## config.mk

```make
export PLATFORM = sky130hd
export DESIGN_NAME = hazard_unit
export DESIGN_NICKNAME = d
export VERILOG_FILES = /design/src/rtl/hazard_pkg.sv /design/src/rtl/sat_counter.sv /design/src/rtl/hazard_unit.sv
export SDC_FILE = /design/constraint.sdc
export NUM_CORES = 1
export LEC_CHECK = 0
export ABC_CLOCK_PERIOD_IN_PS = 2100
export CORE_ASPECT_RATIO = 1.25
export CORE_MARGIN = 2
export CORE_UTILIZATION = 47
export DETAILED_ROUTE_END_ITERATION = 16
export PLACE_DENSITY = 0.77
export SYNTH_ARGS = -nofsm -noshare
export SYNTH_HDL_FRONTEND = slang
export SYNTH_SLANG_ARGS = --single-unit
```

## constraint.sdc

```tcl
create_clock -name clk -period 2.1 [get_ports clk]
set_clock_uncertainty 0.15 [all_clocks]
set_input_delay 0.42 -clock clk [delete_from_list [all_inputs] [get_ports clk]]
set_output_delay 0.42 -clock clk [all_outputs]
set_load 0.01 [all_outputs]
```

## src/rtl/hazard_pkg.sv

```systemverilog
// Shared types and constants for the pipeline hazard/forwarding controller.
package hazard_pkg;

  typedef enum logic [1:0] {
    FWD_REG = 2'b00,
    FWD_W   = 2'b01,
    FWD_M   = 2'b10
  } fwd_sel_t;

  localparam logic [1:0] RESULT_SRC_LOAD = 2'b01;
  localparam int unsigned STAGE_REG_W = 5;

  // Register-usage record carried alongside each pipeline register.
  typedef struct packed {
    logic [STAGE_REG_W-1:0] rs1;
    logic [STAGE_REG_W-1:0] rs2;
    logic [STAGE_REG_W-1:0] rd;
    logic                   RegWrite;
    logic                   isLoad;
  } stage_info_t;

endpackage

```

## src/rtl/sat_counter.sv

```systemverilog
// Up-counter that sticks at all-ones; synchronous active-low clear.
module sat_counter #(
  parameter int unsigned WIDTH = 32
) (
  input  logic             clk,
  input  logic             rst,
  input  logic             inc,
  output logic [WIDTH-1:0] count
);

  always_ff @(posedge clk) begin
    if (!rst)
      count <= '0;
    else if (inc && (count != '1))
      count <= count + 1'b1;
  end

endmodule

```

## src/rtl/hazard_unit.sv

```systemverilog
// Hazard and forwarding controller: shadows E/M/W register usage and drives
// forwarding selects, load-use stalls, branch flushes and cache-miss freezes.
module hazard_unit
  import hazard_pkg::*;
#(
  parameter int unsigned REG_ADDR_WIDTH = 5,
  parameter int unsigned CNT_WIDTH      = 32
) (
  input  logic                      clk,
  input  logic                      rst,
  input  logic [REG_ADDR_WIDTH-1:0] rs1D_i,
  input  logic [REG_ADDR_WIDTH-1:0] rs2D_i,
  input  logic [REG_ADDR_WIDTH-1:0] rdD_i,
  input  logic                      RegWriteD_i,
  input  logic [1:0]                ResultSrcD_i,
  input  logic                      branchTakenE_i,
  input  logic                      memBusyM_i,
  output logic                      stallF_o,
  output logic                      stallD_o,
  output logic                      stallE_o,
  output logic                      stallM_o,
  output logic                      flushD_o,
  output logic                      flushE_o,
  output logic [1:0]                fwdAE_o,
  output logic [1:0]                fwdBE_o,
  output logic [CNT_WIDTH-1:0]      stallCnt_o,
  output logic [CNT_WIDTH-1:0]      flushCnt_o,
  output logic [CNT_WIDTH-1:0]      loadUseCnt_o
);

  logic [REG_ADDR_WIDTH-1:0] rs1E, rs2E, rdE, rdM, rdW;
  logic regWriteE, isLoadE, regWriteM, regWriteW;
  logic loadUse, loadUseApplied;
  fwd_sel_t fwdA, fwdB;

  function automatic fwd_sel_t fwdSel(
    input logic [REG_ADDR_WIDTH-1:0] rsE,
    input logic [REG_ADDR_WIDTH-1:0] rdMs,
    input logic                      rwM,
    input logic [REG_ADDR_WIDTH-1:0] rdWs,
    input logic                      rwW
  );
    if (rwM && (rdMs != '0) && (rdMs == rsE))
      return FWD_M;
    else if (rwW && (rdWs != '0) && (rdWs == rsE))
      return FWD_W;
    else
      return FWD_REG;
  endfunction

  assign loadUse = isLoadE && regWriteE && (rdE != '0) &&
                   ((rdE == rs1D_i) || (rdE == rs2D_i));

  // Priority: reset forces idle, then freeze, then branch flush, then load-use.
  always_comb begin
    stallF_o       = 1'b0;
    stallD_o       = 1'b0;
    stallE_o       = 1'b0;
    stallM_o       = 1'b0;
    flushD_o       = 1'b0;
    flushE_o       = 1'b0;
    loadUseApplied = 1'b0;
    fwdA           = FWD_REG;
    fwdB           = FWD_REG;
    if (rst) begin
      fwdA = fwdSel(rs1E, rdM, regWriteM, rdW, regWriteW);
      fwdB = fwdSel(rs2E, rdM, regWriteM, rdW, regWriteW);
      if (memBusyM_i) begin
        stallF_o = 1'b1;
        stallD_o = 1'b1;
        stallE_o = 1'b1;
        stallM_o = 1'b1;
      end else if (branchTakenE_i) begin
        flushD_o = 1'b1;
        flushE_o = 1'b1;
      end else if (loadUse) begin
        stallF_o       = 1'b1;
        stallD_o       = 1'b1;
        flushE_o       = 1'b1;
        loadUseApplied = 1'b1;
      end
    end
  end

  assign fwdAE_o = fwdA;
  assign fwdBE_o = fwdB;

  always_ff @(posedge clk) begin
    if (!rst) begin
      rs1E <= '0; rs2E <= '0; rdE <= '0; regWriteE <= 1'b0; isLoadE <= 1'b0;
      rdM  <= '0; regWriteM <= 1'b0;
      rdW  <= '0; regWriteW <= 1'b0;
    end else if (!memBusyM_i) begin
      rdW       <= rdM;
      regWriteW <= regWriteM;
      rdM       <= rdE;
      regWriteM <= regWriteE;
      if (flushE_o) begin
        rs1E <= '0; rs2E <= '0; rdE <= '0; regWriteE <= 1'b0; isLoadE <= 1'b0;
      end else begin
        rs1E      <= rs1D_i;
        rs2E      <= rs2D_i;
        rdE       <= rdD_i;
        regWriteE <= RegWriteD_i;
        isLoadE   <= (ResultSrcD_i == RESULT_SRC_LOAD);
      end
    end
  end

  sat_counter #(.WIDTH(CNT_WIDTH)) uStallCnt (
    .clk(clk), .rst(rst), .inc(stallF_o), .count(stallCnt_o)
  );

  sat_counter #(.WIDTH(CNT_WIDTH)) uFlushCnt (
    .clk(clk), .rst(rst), .inc(flushD_o), .count(flushCnt_o)
  );

  sat_counter #(.WIDTH(CNT_WIDTH)) uLoadUseCnt (
    .clk(clk), .rst(rst), .inc(loadUseApplied), .count(loadUseCnt_o)
  );

endmodule
```

==> results of run 1 <==
-- layout by cell type (no fill, tap or decap), drive strengths merged, types with 5 or more instances in the layout --
cell type | Yosys | final
and4 | 13 | 13
buf | 17 | 207
a22o | 16 | 16
or3 | 30 | 30
a21oi | 48 | 48
or4 | 19 | 19
nand2b | 8 | 8
nor4b | 5 | 5
dfxtp | 125 | 125
nor3 | 16 | 16
mux2i | 21 | 21
nand3 | 46 | 46
nor2 | 64 | 64
inv | 9 | 9
o21ai | 34 | 34
dlygate4sd2 | 0 | 14
xnor2 | 39 | 39
clkdlybuf4s50 | 0 | 103
o31ai | 17 | 17
nand4 | 30 | 30
nor4 | 19 | 19
xor2 | 21 | 21
clkbuf | 22 | 26
and3 | 17 | 17
nand2 | 52 | 52
-- routing by layer --
metal / up-vias / share of wire (%) / track usage (%)
li1: 3277 / - / -
met3: 109 / 6.3 / 7.59
met4: 0 / 4.5 / 16.8
met5: - / 0 / 0
met1: 3571 / 37 / 34.4
met2: 406 / 52 / 57.1
-- how the worst max path moves through the flow --
stage	startpoint	end	slack (ns)	cells after the start
2_1_floorplan	rdE[4]$_SDFFE_PN0N_	stallF_o	-0.04	5
3_3_place_gp	rs1D_i[4]	flushE_o	-0.95	8
3_5_place_dp	rs1D_i[4]	flushE_o	-0.92	8
4_1_cts	rs2E[2]$_SDFFE_PN0N_	fwdBE_o[0]	-0.52	5
5_1_grt	rdW[1]$_SDFFE_PN0N_	fwdBE_o[0]	-0.53	5
6_report	rdE[2]$_SDFFE_PN0N_	flushE_o	-0.49	8
-- final cells by class --
type | instances | area, µm² | area share [%]
multi-input cells | 549 | 4350 | 40.0
clock inverters | 6 | 80.1 | 0.738
clock buffers | 26 | 519 | 4.78
repair buffers | 327 | 3130 | 28.8
flip-flops and latches | 125 | 2530 | 23.3
well taps | 171 | 214 | 1.97
inverters | 9 | 33.8 | 0.311
-- cell families after synthesis --
| family | share of synthesized area (%) |
|---|---|
| compound gates | 13.7 |
| xor+xnor | 8.44 |
| fa+ha+maj | 0.603 |
| buf+inv | 4.02 |
| flops | 40.2 |
| mux | 3.37 |
| simple gates | 29.7 |
-- per-stage QoR --
| step | setup TNS, ns | cells |
|---|---|---|
| after detailed placement | -73.91 | 1130 |
| after global placement | -68.96 | 1130 |
| after CTS | -19.18 | 1198 |
| after floorplan | -0.0447 | 722 |
| after global routing | -25.81 | 1213 |
| final | -21.45 | 1213 |
-- sequential cells by signal (all words and copies together), names as in the netlist --
name and cells:
isLoadE 1, rdE 5, rdM 5, rdW 5
regWriteE 1, regWriteM 1, regWriteW 1, rs1E 5
rs2E 5, uFlushCnt.count 32, uLoadUseCnt.count 32, uStallCnt.count 32
-- power breakdown --
| group | switching [W] | internal, W |
|---|---|---|
| clock | 0.00106 | 0.00193 |
| sequential | 0.0000255 | 0.00239 |
| combinational | 0.000265 | 0.000290 |
-- worst max-delay path, stage by stage (launching register included) --
cell and delay [ns]:
dfxtp_4 0.37, xnor2_2 0.23, nand2_2 0.12, o22ai_4 0.21
buf_6 0.14, and2_4 0.17, nor2_4 0.04, nor3_2 0.14
buf_2 0.17
-- what timing repair did --
action	4_1_cts	5_1_grt
gates resized for setup	187	136
pin swaps	97	59
buffers inserted	30	20
gates cloned	10	1
setup endpoints to repair	112	103
==> flow_summary.json, run 1 <==
{
  "synth_common_cells": "125 x dfxtp_1, 64 x nor2_1, 52 x nand2_1",
  "antenna_cells": 0,
  "avgSynthCellArea_um2": 8.63,
  "antenna_left": 0,
  "holdPathStages": 2,
  "ys_seq_elements": 125,
  "via_per_inst": 6.07,
  "rows": 47,
  "cts_num_sinks": 125,
  "power_w": 0.00596,
  "wl_per_cell_um": 20.3,
  "h-tree-depth": 4,
  "dp_slack_ns": -0.921,
  "max-slew-margin-rel_pct": 58.3,
  "num_vias": 7363,
  "crit_path_start_kind": "register",
  "regToRegStartpoint": "rdE[2]$_SDFFE_PN0N_",
  "failed_checks": "negative setup slack",
  "n_fill_cell": 711,
  "start_util_pct": 47.5,
  "syn_nets": 747,
  "final_util_pct": 82.8,
  "synth-async-reset-ratio_pct": 0,
  "die_h_um": 133,
  "tritoncts": "done",
  "cts_hold_buffers": 0,
  "setup_violations": 71,
  "clkTransAtPathRegs_ns": 0.05,
  "overflow": 0,
  "synth_area_leaders": "dfxtp_1 40%, xnor2_1 5.5%, a21oi_1 3.9%",
  "worst-slew-pin-transition_ns": 0.626,
  "synth_area_mm2": 0.00623,
  "grt_pass1_wl_um": 36300,
  "rsz0062_at_grt": "true",
  "fin_area_mm2": 0.0109,
  "finalCriticalPeriod_ns": 2.59,
  "gp_congestion": 0.868,
  "grt_usage_pct": 31.9,
  "yosysUniqueCellTypes": 57,
  "power.leakage_nw": 4.20,
  "dpl_cell_area_mm2": 0.00867,
  "reg2reg_slack_ns": -0.45,
  "min-delay-start": "rs2D_i[3]",
  "clkLatencyLatePin_ns": 0.42,
  "ys_warn_count": 0,
  "coreArea_mm2": 0.0131,
  "finalHoldViolCount": 0,
  "synth-edff-count": 0,
  "crit_arrival_ns": 2.02,
  "required_ns": 1.53,
  "min_period_over_period_pct": 123,
  "reg2regPathDepth": 10,
  "slew_violations": 0,
  "num_io_pins": 128,
  "grt_max_degree": 38,
  "layout.nets": 1054,
  "synth_flop_cell": "dfxtp_1",
  "synth_top_area_share_pct": 40.2,
  "worst_slack_ns": -0.492,
  "yosysMostFrequentCell": "dfxtp_1",
  "grt_antenna_before_repair": 0,
  "end_kind": "primary output",
  "hp-class": "primary input to register",
  "cts_made_buffers": 17,
  "cts.path.max_buffers": 2,
  "r2r_end": "uStallCnt.count[22]$_SDFFE_PN0P_",
  "drv_cap": 0,
  "chipWidth_um": 107,
  "whs_ns": 0.240,
  "synth_top_area_cell": "dfxtp_1",
  "drc": 0,
  "critPathMaxFanout": 3,
  "root_buffer": "clkbuf_16",
  "dr.pass1.iters": 8,
  "grt_pass1_vias": 7470,
  "drt_iter0_markers": 444,
  "syn2layout_area_growth_pct": 74.3,
  "synthCells": 722,
  "fmax_mhz": 386,
  "status": "complete, but fails checks",
  "drive_above_1_share_pct": 39.6,
  "fp.dieArea_mm2": 0.0142,
  "drt-total-wl_um": 24600,
  "worstSetupPathType": "register to primary output",
  "whs_endpoint": "rs2E[3]$_SDFFE_PN0N_",
  "synth_seq_area_share_pct": 40.2,
  "post-dp-hpwl_um": 13800,
  "buffer_ports.inserted": 127,
  "power_density_mw_per_mm2": 549,
  "irDropWorstVdd_uv": 419
}
No activity file was read; power rests on OpenSTA's default activity.
==> run 2, diff against run 1 <==
ABC_CLOCK_PERIOD_IN_PS = 3200   (was 2100)
CORE_UTILIZATION = 55   (was 47)
PLACE_DENSITY = 0.85   (was 0.77)
clock period = 3.2 ns   (was 2.1 ns; I/O delays follow)
==> flow_summary.json, run 2 (synthesis results as in run 1) <==
{
  "cts_made_buffers": 17,
  "path_depth": 5,
  "wl_per_cell_um": 16.5,
  "slew_violations": 0,
  "fp.dieArea_mm2": 0.0122,
  "multi_input_area_mm2": 0.00350,
  "num_vias": 6146,
  "cp_slowest_cell": "or4_1",
  "drc": 0,
  "reg.largest.list": "uFlushCnt.count (32), uLoadUseCnt.count (32), uStallCnt.count (32)",
  "postCtsSetupRepairBufs": 0,
  "tritoncts": "done",
  "layout_common_cells": "125 x dfxtp_1, 122 x clkdlybuf4s50_1, 62 x nor2_1",
  "cts_hold_buffers": 0,
  "post-dp-hpwl_um": 11500,
  "syn2layout_area_growth_pct": 32.1,
  "max_stage_delay_ns": 0.54,
  "grt_antenna_before_repair": 0,
  "fin_area_mm2": 0.00823,
  "h-tree-depth": 4,
  "reg2regPathDepth": 7,
  "finalHoldViolCount": 0,
  "start_util_pct": 56.2,
  "gp_congestion": 0.817,
  "cts_num_sinks": 125,
  "seq_area_mm2": 0.00250,
  "root_buffer": "clkbuf_16",
  "chipWidth_um": 99.2,
  "coreArea_mm2": 0.0111,
  "drt_iter0_markers": 339,
  "clkTransAtPathRegs_ns": 0.05,
  "critPathMaxFanout": 2,
  "crit_path_start_kind": "primary input",
  "final_common_cell": "dfxtp_1",
  "path_cells": "clkdlybuf4s50_1 -> o211ai_1 -> or4_1 -> nor4_1 -> dlygate4sd2_1",
  "clkLatencyLatePin_ns": 0.42,
  "n_fill_cell": 785,
  "drt-total-wl_um": 16500,
  "cts.path.max_buffers": 2,
  "setup_violations": 0,
  "finalCriticalPeriod_ns": 3.16,
  "power_w": 0.00370,
  "antenna_left": 0,
  "required_ns": 2.41,
  "num_io_pins": 128,
  "grt_pass1_vias": 5701,
  "overflow": 0,
  "worst-slew-pin-transition_ns": 1.13,
  "status": "finished, final reports clean",
  "drive_above_1_share_pct": 7.88,
  "cp_top_family": "buffers and inverters",
  "antenna_cells": 0,
  "whs_ns": 0.349,
  "holdPathStages": 2,
  "drv_cap": 0,
  "buffer_ports.inserted": 127,
  "end_kind": "primary output",
  "dpl_cell_area_mm2": 0.00763,
  "layout.nets": 876,
  "max-slew-margin-rel_pct": 24.4,
  "min_period_over_period_pct": 98.6,
  "hp-class": "register to register",
  "path_buf_inv": 2,
  "dr.pass1.iters": 4,
  "rows": 43,
  "grt_usage_pct": 26.8,
  "grt_pass1_wl_um": 26700,
  "crit_arrival_ns": 2.37,
  "via_per_inst": 6.16,
  "power_density_mw_per_mm2": 450,
  "fmax_mhz": 317,
  "worstSetupPathType": "primary input to primary output",
  "die_h_um": 123,
  "power.leakage_nw": 2.86,
  "irDropWorstVdd_uv": 304,
  "final.setup.tns_ns": 0,
  "grt_max_degree": 54
}
run 2: changes by cell type in the layout (fill, tap and decap cells not counted), moves of 14 or more:
cell	previous run	this run
buf_4	140	20
buf_6	44	1
a21oi_1	16	48
a21oi_2	31	0
o21ai_0	1	22
clkdlybuf4s50_1	103	122
or3_1	14	30
or3_4	16	0
dfxtp_1	110	125
or4_1	5	19
or4_4	14	0
run 2: layer usage:
metal,GRT usage (%),wire [µm]
met1,31.9,6640
met2,46.9,8550
met3,5.77,949
met4,10.7,324
met5,0,0
run 2: report_power, final:
group / switching (W) / internal [W] / total, W / leakage (nW)
registers: 0.0000207 / 0.00157 / 0.00159 / 1.01
clock network: 0.000667 / 0.00126 / 0.00192 / 0.284
logic: 0.0000973 / 0.0000853 / 0.000183 / 1.57
total: 0.000785 / 0.00291 / 0.00370 / 2.86
run 2: layout make-up:
cell class / instances / share of cell area [%]
clock buffers: 24 / 5.73
clock inverters: 7 / 1.37
inverters: 9 / 0.411
multi-input cells: 549 / 42.5
flip-flops and latches: 125 / 30.4
well taps: 135 / 2.05
repair buffers: 149 / 17.5
run 2: per-stage QoR:
stage / setup WS, ns / instances / util (%)
after floorplan: 0.456 / 722 / -
after global placement: -0.205 / 967 / 68.8
after detailed placement: -0.316 / 967 / 68.8
after CTS: 0.0616 / 998 / 74.2
after global routing: -0.00886 / 998 / 74.2
final: 0.0438 / 998 / 74.2
run 2: what timing repair did:
item                       in CTS  in global routing
pin swaps                       1                  1
setup endpoints to repair       7                  4
gates resized for setup        13                  5
run 2: worst reg2reg max path: cells and delay by family, from the launching register on:
kind	cells	cell delay (ns)
mux	1	0.17
flops	1	0.41
fa+ha+maj	1	0.25
simple gates	4	1.67
buf+inv	1	0.09
run 2: worst paths after layout:
check                                                       from                               end  slack (ns)
worst max-delay path                                         rst                        fwdAE_o[0]        0.04
worst min-delay path            uStallCnt.count[23]$_SDFFE_PN0P_  uStallCnt.count[23]$_SDFFE_PN0P_        0.35
worst max register to register   uFlushCnt.count[0]$_SDFFE_PN0P_   uFlushCnt.count[2]$_SDFFE_PN0P_        0.37
worst min register to register  uStallCnt.count[23]$_SDFFE_PN0P_  uStallCnt.count[23]$_SDFFE_PN0P_        0.35
==> run 3, diff against run 2 <==
ABC_CLOCK_PERIOD_IN_PS = default   (was 3200)
CORE_MARGIN = 3   (was 2)
GPL_TIMING_DRIVEN = 0   (was default)
==> flow_summary.json, run 3 (synthesis results as in run 1) <==
{
  "switching_share_pct": 21.4,
  "min_period_over_period_pct": 98.0,
  "reg.largest.list": "uFlushCnt.count (32), uLoadUseCnt.count (32), uStallCnt.count (32)",
  "regToRegStartpoint": "uFlushCnt.count[1]$_SDFFE_PN0P_",
  "dpl_cell_area_mm2": 0.00765,
  "final_common_cell": "dfxtp_1",
  "crit_path_start_kind": "register",
  "setup_violations": 0,
  "tritoncts": "done",
  "layout.nets": 902,
  "grt_usage_pct": 28.9,
  "antenna_cells": 0,
  "finalCriticalPeriod_ns": 3.14,
  "critPathMaxFanout": 5,
  "status": "finished, final reports clean",
  "min-delay-start": "uStallCnt.count[23]$_SDFFE_PN0P_",
  "drive_above_1_share_pct": 10.5,
  "overflow": 0,
  "n_fill_cell": 733,
  "seqPwrFrac_pct": 41.9,
  "buffer_ports.inserted": 126,
  "max-slew-margin-rel_pct": 53.0,
  "cts_hold_buffers": 0,
  "drc": 0,
  "num_io_pins": 128,
  "root_buffer": "clkbuf_16",
  "grt_pass1_wl_um": 29700,
  "clkTransAtPathRegs_ns": 0.05,
  "worst-slew-pin-transition_ns": 0.705,
  "hp-class": "register to register",
  "whs_endpoint": "uStallCnt.count[23]$_SDFFE_PN0P_",
  "num_vias": 6387,
  "rows": 42,
  "h-tree-depth": 4,
  "pwr-share-comb_pct": 5.8,
  "post-dp-hpwl_um": 12800,
  "multi_input_area_mm2": 0.00357,
  "gp_congestion": 0.851,
  "p_int_w": 0.00299,
  "reg2reg_slack_ns": 0.50,
  "grt_pass1_vias": 6169,
  "end_kind": "primary output",
  "via_per_inst": 6.26,
  "wl_per_cell_um": 18.5,
  "fp.dieArea_mm2": 0.0126,
  "layout_common_cells": "125 x dfxtp_1, 118 x clkdlybuf4s50_1, 62 x nor2_1",
  "netSwitchingPower_w": 0.000812,
  "antenna_left": 0,
  "die_h_um": 125,
  "irDropWorstVdd_uv": 311,
  "slew_violations": 0,
  "final_util_pct": 78.1,
  "holdPathStages": 2,
  "dr.pass1.iters": 5,
  "syn2layout_area_growth_pct": 35.8,
  "fmax_mhz": 319,
  "cts.path.max_buffers": 2,
  "coreArea_mm2": 0.0108,
  "r2r_end": "uFlushCnt.count[17]$_SDFFE_PN0P_",
  "worstSetupPathType": "register to primary output",
  "fin_area_mm2": 0.00846,
  "crit_arrival_ns": 2.35,
  "grt_antenna_before_repair": 0,
  "reg2regPathDepth": 8,
  "power.leakage_nw": 2.99,
  "drt-total-wl_um": 18900,
  "cts_num_sinks": 125,
  "grt_max_degree": 17,
  "drt_iter0_markers": 398,
  "start_util_pct": 57.5,
  "drv_cap": 0,
  "chipWidth_um": 101,
  "finalHoldViolCount": 0,
  "seq_area_mm2": 0.00250,
  "clkLatencyLatePin_ns": 0.41,
  "final.setup.tns_ns": 0,
  "p_clk_share_pct": 52.3,
  "required_ns": 2.41,
  "cts_made_buffers": 17,
  "power_density_mw_per_mm2": 449
}
run 3: cell type report:
cell class / instances / share of cell area, %
timing repair buffer: 137 / 15.8
clock inverter: 6 / 1.27
sequential: 125 / 29.6
tap: 132 / 1.95
inverter: 9 / 0.400
clock buffer: 24 / 5.93
multi-input combinational: 549 / 42.3
buffer: 38 / 2.81
run 3: worst max-delay path by stage:
stage / startpoint / end / cells after the start
2_1_floorplan: memBusyM_i / stallM_o / 5
3_3_place_gp: rst / fwdAE_o[0] / 6
3_5_place_dp: rst / fwdBE_o[0] / 6
4_1_cts: rs2D_i[1] / stallF_o / 9
5_1_grt: rdM[1]$_SDFFE_PN0N_ / fwdBE_o[1] / 5
6_report: rdM[1]$_SDFFE_PN0N_ / fwdBE_o[1] / 5
run 3: metrics by stage:
stage / total power, W / std cells / hold slack, ns / setup WS, ns
floorplan: 0.00173 / 722 / 0.312 / 0.456
CTS: 0.00379 / 1018 / 0.349 / 0.00812
global route: 0.00389 / 1020 / 0.371 / -0.0328
detailed placement: 0.00181 / 980 / 0.343 / -0.859
finish: 0.00380 / 1020 / 0.350 / 0.0624
global placement: 0.00180 / 980 / 0.320 / -0.823
run 3: per-layer routing:
layer | track usage [%] | routed length [µm] | up-vias
met3 | 6.57 | 1380 | 47
met2 | 49.5 | 9740 | 314
li1 | - | - | 2977
met1 | 34.3 | 7370 | 3049
met4 | 12.0 | 424 | 0
met5 | 0 | 0 | -
run 3: worst max-delay path, stage by stage (launching register included):
cell	delay [ns]
dfxtp_1	0.36
xnor2_1	0.30
nand3_1	0.18
nor4_2	0.37
and2_1	0.18
clkdlybuf4s50_1	0.53
run 3: power groups by stage:
stage	clock network, W	logic, W	registers [W]
final	0.00199	0.000220	0.00159
after global routing	0.00206	0.000234	0.00159
after CTS	0.00198	0.000210	0.00159
after detailed placement	0	0.000187	0.00162
after global placement	0	0.000180	0.00162
after floorplan	0	0.000108	0.00162
run 3: timing repair:
item	4_1_cts	5_1_grt
setup endpoints to repair	10	4
pin swaps	6	3
hold endpoints to repair	0	0
buffers inserted	9	2
resized for setup	41	11
